### src/rtl/weight_updater_pkg.sv
// Shared types and helpers for the weight updater: FSM encoding,
// arithmetic width helpers and saturation limits.
package weight_updater_pkg;

  typedef enum logic [2:0] {
    IDLE  = 3'd0,
    READ  = 3'd1,
    CALC  = 3'd2,
    WRITE = 3'd3,
    DONE  = 3'd4
  } state_t;

  // Width of the signed delta times the zero-extended unsigned activation.
  function automatic int prod_width(input int delta_width, input int act_width);
    return delta_width + act_width + 1;
  endfunction

  // Width that holds weight + step without overflow.
  function automatic int sum_width(input int weight_width, input int prod_w);
    return ((weight_width > prod_w) ? weight_width : prod_w) + 1;
  endfunction

  // Largest value a signed weight can hold.
  function automatic longint sat_max(input int weight_width);
    return (longint'(1) <<< (weight_width - 1)) - longint'(1);
  endfunction

  // Smallest value a signed weight can hold.
  function automatic longint sat_min(input int weight_width);
    return -(longint'(1) <<< (weight_width - 1));
  endfunction

endpackage

### src/rtl/weight_update_cell.sv
// One weight's gradient step: multiply, arithmetic shift (floor),
// widened add and saturate to the signed weight range.
module weight_update_cell
  import weight_updater_pkg::*;
#(
  parameter int DELTA_WIDTH  = 10,
  parameter int ACT_WIDTH    = 9,
  parameter int WEIGHT_WIDTH = 16,
  parameter int SHIFT        = 4
) (
  input  logic [DELTA_WIDTH-1:0]  delta,
  input  logic [ACT_WIDTH-1:0]    a,
  input  logic [WEIGHT_WIDTH-1:0] weight,
  output logic [WEIGHT_WIDTH-1:0] new_weight,
  output logic                    sat
);

  localparam int PW = prod_width(DELTA_WIDTH, ACT_WIDTH);
  localparam int SW = sum_width(WEIGHT_WIDTH, PW);
  localparam logic signed [SW-1:0] MAX_S = SW'(sat_max(WEIGHT_WIDTH));
  localparam logic signed [SW-1:0] MIN_S = SW'(sat_min(WEIGHT_WIDTH));

  logic signed [PW-1:0] delta_ext;
  logic signed [PW-1:0] a_ext;
  logic signed [PW-1:0] product;
  logic signed [PW-1:0] step;
  logic signed [SW-1:0] sum;

  assign delta_ext = PW'($signed(delta));
  assign a_ext     = PW'({1'b0, a});
  assign product   = delta_ext * a_ext;
  assign step      = product >>> SHIFT;
  assign sum       = SW'($signed(weight)) + SW'(step);

  // Clamp the widened sum back into the weight range and flag clipping.
  always_comb begin
    sat        = 1'b0;
    new_weight = sum[WEIGHT_WIDTH-1:0];
    if (sum > MAX_S) begin
      new_weight = MAX_S[WEIGHT_WIDTH-1:0];
      sat        = 1'b1;
    end else if (sum < MIN_S) begin
      new_weight = MIN_S[WEIGHT_WIDTH-1:0];
      sat        = 1'b1;
    end
  end

endmodule

### src/rtl/weight_updater.sv
// Walks the weight memory one row per neuron with a read / calc / write
// sequence, adding the learning step to every weight of the row.
module weight_updater
  import weight_updater_pkg::*;
#(
  parameter  int NEURON_NUM        = 5,
  parameter  int INPUT_NUM         = 4,
  parameter  int DELTA_CELL_WIDTH  = 10,
  parameter  int ACTIVATION_WIDTH  = 9,
  parameter  int WEIGHT_CELL_WIDTH = 16,
  parameter  int FRACTION_WIDTH    = 0,
  parameter  int LEARNING_SHIFT    = 4,
  localparam int ADDR_WIDTH        = (NEURON_NUM > 1) ? $clog2(NEURON_NUM) : 1
) (
  input  logic                                   clk,
  input  logic                                   rst,
  input  logic [NEURON_NUM*DELTA_CELL_WIDTH-1:0] delta,
  input  logic                                   delta_valid,
  output logic                                   delta_ready,
  input  logic [INPUT_NUM*ACTIVATION_WIDTH-1:0]  a,
  input  logic                                   a_valid,
  output logic                                   a_ready,
  output logic [ADDR_WIDTH-1:0]                  weight_addr,
  input  logic [INPUT_NUM*WEIGHT_CELL_WIDTH-1:0] weight_read_data,
  output logic [INPUT_NUM*WEIGHT_CELL_WIDTH-1:0] weight_write_data,
  output logic                                   weight_write_enable,
  output logic                                   done,
  output logic                                   error
);

  localparam logic [ADDR_WIDTH-1:0] LAST_ROW = ADDR_WIDTH'(NEURON_NUM - 1);

  state_t                                 state;
  state_t                                 state_next;
  logic [ADDR_WIDTH-1:0]                  row;
  logic [NEURON_NUM*DELTA_CELL_WIDTH-1:0] delta_q;
  logic [INPUT_NUM*ACTIVATION_WIDTH-1:0]  a_q;
  logic [DELTA_CELL_WIDTH-1:0]            row_delta;
  logic [INPUT_NUM*WEIGHT_CELL_WIDTH-1:0] new_row;
  logic [INPUT_NUM-1:0]                   sat_vec;
  logic                                   accept;
  logic                                   last_row;

  // Both readies rise together only when both sides offer data in IDLE;
  // a reset cycle never counts as an accept.
  assign accept      = rst && (state == IDLE) && delta_valid && a_valid;
  assign delta_ready = accept;
  assign a_ready     = accept;
  assign last_row    = (row == LAST_ROW);

  // Select the latched delta cell belonging to the current row.
  always_comb begin
    row_delta = '0;
    for (int i = 0; i < NEURON_NUM; i++) begin
      if (row == ADDR_WIDTH'(i)) row_delta = delta_q[i*DELTA_CELL_WIDTH +: DELTA_CELL_WIDTH];
    end
  end

  for (genvar j = 0; j < INPUT_NUM; j++) begin : g_cell
    weight_update_cell #(
      .DELTA_WIDTH (DELTA_CELL_WIDTH),
      .ACT_WIDTH   (ACTIVATION_WIDTH),
      .WEIGHT_WIDTH(WEIGHT_CELL_WIDTH),
      .SHIFT       (FRACTION_WIDTH + LEARNING_SHIFT)
    ) u_cell (
      .delta     (row_delta),
      .a         (a_q[j*ACTIVATION_WIDTH +: ACTIVATION_WIDTH]),
      .weight    (weight_read_data[j*WEIGHT_CELL_WIDTH +: WEIGHT_CELL_WIDTH]),
      .new_weight(new_row[j*WEIGHT_CELL_WIDTH +: WEIGHT_CELL_WIDTH]),
      .sat       (sat_vec[j])
    );
  end

  // State register.
  always_ff @(posedge clk) begin
    if (!rst) state <= IDLE;
    else      state <= state_next;
  end

  // Operand latches, row counter, registered write row and sticky error.
  always_ff @(posedge clk) begin
    if (!rst) begin
      row               <= '0;
      delta_q           <= '0;
      a_q               <= '0;
      weight_write_data <= '0;
      error             <= 1'b0;
    end else begin
      if (accept) begin
        delta_q <= delta;
        a_q     <= a;
        error   <= 1'b0;
        row     <= '0;
      end
      if (state == CALC) begin
        weight_write_data <= new_row;
        if (|sat_vec) error <= 1'b1;
      end
      if (state == WRITE && !last_row) row <= row + 1'b1;
    end
  end

  // Next-state logic and per-state strobes and address.
  always_comb begin
    state_next          = state;
    weight_addr         = '0;
    weight_write_enable = 1'b0;
    done                = 1'b0;
    case (state)
      IDLE:  if (accept) state_next = READ;
      READ: begin
        weight_addr = row;
        state_next  = CALC;
      end
      CALC: begin
        weight_addr = row;
        state_next  = WRITE;
      end
      WRITE: begin
        weight_addr         = row;
        weight_write_enable = 1'b1;
        state_next          = last_row ? DONE : READ;
      end
      DONE: begin
        done       = 1'b1;
        state_next = IDLE;
      end
      default: state_next = IDLE;
    endcase
  end

endmodule

### config.mk
export PLATFORM = sky130hd
export DESIGN_NAME = weight_updater
export DESIGN_NICKNAME = d
export VERILOG_FILES = /design/src/rtl/weight_updater_pkg.sv /design/src/rtl/weight_update_cell.sv /design/src/rtl/weight_updater.sv
export SDC_FILE = /design/constraint.sdc
export NUM_CORES = 1
export LEC_CHECK = 0
export CORE_ASPECT_RATIO = 0.9
export CORE_MARGIN = 2
export CORE_UTILIZATION = 38
export CTS_CLUSTER_DIAMETER = 120
export DETAILED_ROUTE_END_ITERATION = 8
export PLACE_DENSITY = 0.58
export SYNTH_ARGS = -nofsm -noshare
export SYNTH_HDL_FRONTEND = slang
export SYNTH_SLANG_ARGS = --single-unit
### constraint.sdc
create_clock -name clk -period 10.45 [get_ports clk]
set_clock_uncertainty 0.15 [all_clocks]
set_input_delay 1.5675 -clock clk [delete_from_list [all_inputs] [get_ports clk]]
set_output_delay 1.5675 -clock clk [all_outputs]
set_load 0.02 [all_outputs]
# Yosys cells after proc, flatten, opt, wreduce, memory -nomap -nowiden

Cells that the tools add are included.

Register bits: 157
Output and inout port bits: 72
Word-level logic and storage cells: 74
Bits of input ports: 154

Reduce and logical (&&, ||, !) cells: 10
Add/subtract/negate cells: 5
$lt $le $gt $ge: 8
Multiply operators: 4
Eq/ne operators: 9
Mux-type cells: 32

Operators with widths:

| cell                                                            | number |
|---|---|
| 2-to-1 mux 16 bit                                               | 8 |
| greater-than comparator 21 x 16 -> 1 bit, second input constant | 4 |
| < comparator 21 x 16 -> 1 bit, second input constant            | 4 |
| multiplier 10 x 10 -> 20 bit                                    | 4 |
| adder 16 x 16 -> 17 bit                                         | 4 |
| 2-to-1 mux 10 bit                                               | 5 |
| 2-to-1 mux 3 bit                                                | 5 |
| 2-to-1 mux 1 bit                                                | 13 |
| equality test 3 x 2 -> 1 bit, second input constant             | 4 |
| one-hot mux 3 bit (4 select lines)                              | 1 |
| equality test 3 x 1 -> 1 bit, second input constant             | 2 |
| equality test 3 bit, second input constant                      | 2 |
| zero test 3 bit                                                 | 2 |
| logical AND 1 bit                                               | 4 |
| OR reduction 4 bit                                              | 1 |
| adder 3 x 1 -> 3 bit, second input constant                     | 1 |
| OR reduction 3 bit                                              | 1 |
| inequality test 2 bit, second input constant                    | 1 |
| nonzero test 2 bit                                              | 1 |
| zero test 1 bit                                                 | 1 |

# Depth between registers and ports, before layout

Depth after elaboration: 14
Mapped depth: 40
Gate-level depth less buffers: 38

# Modules after synthesis

A second synthesis with hierarchy kept.

Cells, all modules: 2914
Area, all modules: 24269.5 um^2

Modules (own cells, without submodules):

| module                                | cells an instance | area an instance (um^2) | times used | sequential area each (um^2) |
|---|---|---|---|---|
| weight_updater                        | 806               | 6341.1                  | 1          | 3143.0 |
| weight_update_cell (g_cell[0].u_cell) | 544               | 4549.4                  | 1          | 0.0 |
| weight_update_cell (g_cell[1].u_cell) | 536               | 4519.3                  | 1          | 0.0 |
| weight_update_cell (g_cell[2].u_cell) | 520               | 4460.5                  | 1          | 0.0 |
| weight_update_cell (g_cell[3].u_cell) | 508               | 4399.2                  | 1          | 0.0 |

# Least setup slack after synthesis

Ideal clock, no wire load.

Path type: reg-to-reg
Start: reg row[2]
End: reg error
Library setup time: 0.133 ns
Path slack: 1.740 ns
Cell stages (with the launch flop): 36
Data arrival time: 8.427 ns
Period minus slack after synthesis: 8.710 ns
Required time: 10.167 ns
Buffers on the path: 4
Cells stage by stage: dfxtp_1 -> inv_1 -> clkbuf_1 -> ha_1 -> clkbuf_1 -> clkbuf_1 -> a21oi_1 -> a21oi_1 -> clkbuf_1 -> nand2_1 -> fa_1 -> inv_1 -> fa_1 -> inv_1 -> fa_1 -> inv_1 -> fa_1 -> inv_1 -> fa_1 -> inv_1 -> ha_1 -> a21oi_1 -> o21ai_0 -> a221oi_2 -> nor2b_1 -> o21ai_0 -> a21oi_1 -> ha_1 -> a21o_1 -> or4b_4 -> a31oi_4 -> o21ai_2 -> a311o_4 -> xnor2_2 -> a21oi_1 -> a41oi_2

Cells in the longest elaborated chain, start to end: 14
Elaborated cells between the ends (all ways): 37
Those cells by class: add/sub (4); mul (4); order compare (8); eq/ne (4); mux (15); reduce/logical (2)

RTL lines:

| item                           | line                     | source |
|---|---|---|
| start: declaration             | weight_updater.sv:35     | `logic [ADDR_WIDTH-1:0] row;` |
| start signal: assignment       | weight_updater.sv:99     | `if (state == WRITE && !last_row) row <= row + 1'b1;` |
| zero test 3 bit                | weight_updater.sv:55     | `if (row == ADDR_WIDTH'(i)) row_delta = delta_q[i*DELTA_CELL_WIDTH +: DELTA_CELL_WIDTH];` |
| 2-to-1 mux 10 bit (4 in a row) | weight_updater.sv:55     |  |
| 2-to-1 mux 10 bit *            | weight_updater.sv:55     |  |
| multiplier 10 x 10 -> 20 bit   | weight_update_cell.sv:31 | `assign product = delta_ext * a_ext;` |
| adder 16 x 16 -> 17 bit        | weight_update_cell.sv:33 | `assign sum = SW'($signed(weight)) + SW'(step);` |
| < comparator 21 x 16 -> 1 bit  | weight_update_cell.sv:42 | `end else if (sum < MIN_S) begin` |
| 2-to-1 mux 1 bit               | weight_update_cell.sv:42 |  |
| 2-to-1 mux 1 bit               | weight_update_cell.sv:39 | `if (sum > MAX_S) begin` |
| OR reduction 4 bit *           | weight_updater.sv:97     | `if (\|sat_vec) error <= 1'b1;` |
| 2-to-1 mux 1 bit *             | weight_updater.sv:97     |  |
| 2-to-1 mux 1 bit *             | weight_updater.sv:95     | `if (state == CALC) begin` |
| end signal: assignment         | weight_updater.sv:87     | `error <= 1'b0;` |
| end signal: assignment         | weight_updater.sv:92     | `error <= 1'b0;` |
| end signal: assignment         | weight_updater.sv:97     |  |
| end: declaration               | weight_updater.sv:28     | `output logic error` |

Mark *: on every way between the ends. The rest lies on a longest branch, timed or not.
A chain may end at the register's enable or synchronous reset.

# Final worst setup path

Start: reg row[0]
End: reg error

The elaborated chain is that of the path after synthesis.

==> impl.org <==
** Worst setup path
- Sort of element at the start of the critical path :: flip-flop
- For flop-to-flop paths, the worst setup slack is a little over 600 ps.
- STA puts the critical path data required time at about 11,000 ps.
- Reg2Reg Depth :: 33
- Path type of the worst setup path :: flip-flop to flip-flop
- Of all nets on the critical path, the largest fanout is 13.
- Crit end category :: flip-flop
- Data arrival at the endpoint of the critical path :: between 10,000 and 15,000 ps
- The worst register-to-register path ends at error$_SDFF_PN0_.
- RR Startpoint :: row[0]$_SDFFE_PN0P_
- For this run, the slowest stage of the critical path takes about 550 ps.
- Among all stages on the critical path, the largest delay is contributed by sky130_fd_sc_hd__a21oi_4.

** Global route
- Vias in the first global route :: ~20,000
- The initial antenna violation count came to 0.
- Maximum number of pins on one net before global-route repair :: 110
- For this run, the total global-route usage over all layers was measured as 19.8%.
- Global routing finished with a remaining overflow of 0.
- The first global-routing pass estimated 101 mm of wire.

** Placed design
- After detailed placement, the total cell area comes to approximately 27,000 um^2.
- Pre-CTS worst setup slack :: just under 400 ps
- Detailed placement ended at an HPWL of approximately 49 mm.
- Input/output buffers :: 225
- Final estimated routing congestion in global placement :: about 0.86

** Power
- VDD sags by at most ~0.096 mV.
- PwrDens :: ~74 nW/um^2
- Leakage power total :: ~13 nW

** Clock tree
- Worst-skew pair later-pin latency :: 500 ps
- Clock buffer count from CTS :: 17
- The clock passes through at most 2 buffers.
- CTS saw 157 sinks.
- The root buffer cell chosen for the clock tree is sky130_fd_sc_hd__clkbuf_16.
- After clock tree synthesis, the clock-pin slew on the worst setup and hold paths is 70 ps.
- TritonCTS built the clock tree.
- After clock tree synthesis, the flow added hold-fix buffers numbering 0.
- Number of H-tree branching levels :: 4
- Post-CTS timing repair inserted 0 buffers for setup.

** Finish
- Total number of nets in the final design :: about 3,600
- Total non-filler cell area in the finished layout :: approximately 27,000 um^2
- Of the cells placed in the final design, the portion with a size suffix greater than 1 is between 4 and 5%.
- Counting the fill cells in the layout gives between 6,000 and 7,000.
- Layout-stage area growth over the synthesis result :: 15.4%

** Logic synthesis
- In the synthesized netlist the dominant register cell turns out to be sky130_fd_sc_hd__dfxtp_1.
- Post-synthesis cell count :: 2,778
- During synthesis, Yosys emitted a total of 0 warnings.
- Async S/R FF share, synth :: 0%
- Share of the synthesized area in the top cell type :: between 20% and 30%
- Counting every net in the synthesized netlist gives ~3,500.
- Counting flops and latches in the post-synthesis netlist gives roughly 160.
- EDFF count, synth :: 0
- For this run, the register share of the synthesized area comes to 13.3%.
- The netlist uses 86 different library cells.
- After synthesis, the cell types taking the most area are sky130_fd_sc_hd__fa_1 (27%), sky130_fd_sc_hd__dfxtp_1 (13%), sky130_fd_sc_hd__ha_1 (13%), sky130_fd_sc_hd__inv_1 (6.9%), sky130_fd_sc_hd__nand2_1 (5.9%).
- Most area-hungry cell type in the Yosys netlist :: sky130_fd_sc_hd__fa_1
- In this run the mean area of a mapped cell was 8.53 um^2.
- Area of the mapped netlist :: around 24,000 um^2

** Timing
- Post-layout min period :: 9830 ps
- The final critical path takes up between 90 and 100% of the cycle.
- The number of slew-limit violations in the final report was 0.
- The worst pin sits at a relative slew slack of roughly a third.
- Setup repair after global routing left no endpoint under its margin.
- Accumulated negative setup slack :: 0 ps
- For the pin with the worst max-slew slack, the measured transition is about 1000 ps.
- The total count of hold-check failures in the final report was 0.
- Max Clock Freq :: just over 0.1 GHz
- Final Worst Setup Slack :: 616 ps
- Setup-failing EPs final :: 0

** Worst hold path
- Worst Hold End :: delta_q[46]$_SDFFE_PN0P_
- Beginning of the worst hold path :: delta_q[46]$_SDFFE_PN0P_
- The min-delay analysis places its worst path in the category flip-flop to flip-flop.
- Number of cells on the worst hold path :: 2

** Route
- The first detailed-routing pass ran for 5 iterations.
- In the routed design, unresolved DRC markers number 0.
- DR iter-0 viols :: 811
- Number of nets with antenna violations after detailed routing :: 0
- Across all layers, the routed design uses 18,745 vias.
- Dividing the detail-routed via count by the number of cells gives about 5.0.
- For this block, the routed nets add up to between 60 and 70 mm of wire.
- Avg WL per Cell :: between 15 and 20 um

** Die
- The floorplan step set the die width to between 200 and 300 um.
- Initial Utilization :: 38.6%
- Total core area :: between 60,000 and 70,000 um^2
- Number of I/O pins :: between 200 and 250
- The floorplan has 86 rows.
- Die height :: ~240 um
- Full die area :: around 64,000 um^2

** Run
- The tool flagged a number of max-cap violations equal to 0.

** Status
- Result of the run :: finished, final reports clean
[synth_stat cells, types with 82 or more instances]
cell type,number
sky130_fd_sc_hd__a21oi_1,155
sky130_fd_sc_hd__and2_1,194
sky130_fd_sc_hd__fa_1,320
sky130_fd_sc_hd__o21ai_0,109
sky130_fd_sc_hd__nor2_1,87
sky130_fd_sc_hd__dfxtp_1,157
sky130_fd_sc_hd__clkbuf_1,118
sky130_fd_sc_hd__inv_1,435
sky130_fd_sc_hd__ha_1,245
sky130_fd_sc_hd__xnor2_1,82
sky130_fd_sc_hd__a21boi_0,88
sky130_fd_sc_hd__nand2_1,373
[worst max-delay path: cells and delay by family (launching register included)]
family / cells / cell delay, ps
fa+ha+maj: 8 / 3400
xor+xnor: 2 / 660
buf+inv: 4 / 280
flops: 1 / 370
simple gates: 8 / 2070
compound gates: 11 / 2730
[per-layer routing]
metal	track usage [%]	share of wire, %	wire length [um]
met5	0	0	0
met4	5.35	1.8	1120
met3	2.91	3.6	2230
met2	35.4	50	31200
met1	24.8	45	27900
[sequential cells by signal, indices dropped and copies added (netlist names)]
signal and count:
a_q 36, delta_q 50, error 1, row 3, state 3, weight_write_data 64
[what timing repair did]
item | 4_1_cts | 5_1_grt
endpoints found under the hold margin | 0 | 0
setup endpoints to repair | 0 | 16
resized for setup | 0 | 4
[cell families after synthesis]
logic type	share of synthesized area, %
adder cells (fa/ha/maj)	41.9
XOR/XNOR	5.11
flip-flops	13.3
AO/OA/AOI/OAI	14.0
buffers and inverters	9.33
AND/OR/NAND/NOR	16.4
[worst max path at each step]
stage | from | endpoint | slack, ps
after floorplan | row[2]$_SDFFE_PN0P_ | error$_SDFF_PN0_ | 1740
after global placement | row[2]$_SDFFE_PN0P_ | error$_SDFF_PN0_ | 600
after detailed placement | row[1]$_SDFFE_PN0P_ | error$_SDFF_PN0_ | 390
after CTS | row[1]$_SDFFE_PN0P_ | error$_SDFF_PN0_ | 320
after global routing | row[0]$_SDFFE_PN0P_ | error$_SDFF_PN0_ | 50
final | row[0]$_SDFFE_PN0P_ | error$_SDFF_PN0_ | 620
[placed cells by master (no fill, tap or decap), types with 6 or more instances in the layout]
| master | count |
|---|---|
| sky130_fd_sc_hd__clkdlybuf4s50_1 | 224 |
| sky130_fd_sc_hd__or2_2 | 7 |
| sky130_fd_sc_hd__o21ai_0 | 109 |
| sky130_fd_sc_hd__ha_1 | 244 |
| sky130_fd_sc_hd__and2_1 | 194 |
| sky130_fd_sc_hd__xor2_1 | 47 |
| sky130_fd_sc_hd__xnor2_1 | 82 |
| sky130_fd_sc_hd__o31a_1 | 6 |
| sky130_fd_sc_hd__buf_4 | 24 |
| sky130_fd_sc_hd__a31oi_1 | 8 |
| sky130_fd_sc_hd__a222oi_1 | 8 |
| sky130_fd_sc_hd__dfxtp_1 | 157 |
| sky130_fd_sc_hd__o21a_1 | 16 |
| sky130_fd_sc_hd__fa_1 | 320 |
| sky130_fd_sc_hd__inv_1 | 435 |
| sky130_fd_sc_hd__a21oi_4 | 8 |
| sky130_fd_sc_hd__nand2_1 | 372 |
| sky130_fd_sc_hd__nor2_1 | 87 |
| sky130_fd_sc_hd__a21oi_2 | 11 |
| sky130_fd_sc_hd__nand3_1 | 25 |
| sky130_fd_sc_hd__or3_1 | 7 |
| sky130_fd_sc_hd__o31ai_1 | 6 |
| sky130_fd_sc_hd__nand2b_1 | 19 |
| sky130_fd_sc_hd__a211oi_1 | 6 |
| sky130_fd_sc_hd__and3_1 | 13 |
| sky130_fd_sc_hd__nor2b_1 | 23 |
| sky130_fd_sc_hd__maj3_1 | 44 |
| sky130_fd_sc_hd__a21boi_0 | 88 |
| sky130_fd_sc_hd__clkbuf_16 | 17 |
| sky130_fd_sc_hd__a21o_1 | 24 |
| sky130_fd_sc_hd__nor3_1 | 35 |
| sky130_fd_sc_hd__a21oi_1 | 147 |
[final cells by class]
class	count	area (um^2)	area share (%)
diodes	1	2.50	0.00915
flip-flops and latches	157	3140	11.5
multi-input cells	2053	18500	67.6
repair buffers	248	2420	8.86
clock buffers	18	429	1.57
well taps	836	1050	3.83
inverters	436	1640	5.98
clock inverters	14	169	0.618
[through the flow]
stage	power [mW]	hold WS (ps)	util, %	cells
after global routing	2.14	344	44.5	3762
after floorplan	1.10	289	-	2778
after detailed placement	1.39	311	43.4	3726
after CTS	2.05	323	44.4	3758
after global placement	1.38	308	43.4	3726
final	2.03	319	44.5	3763
[where the power goes]
group          internal [mW]  switching, mW
registers              0.666         0.0602
clock network          0.322          0.331
logic                  0.285          0.361
No activity file was read; power rests on OpenSTA's default activity.
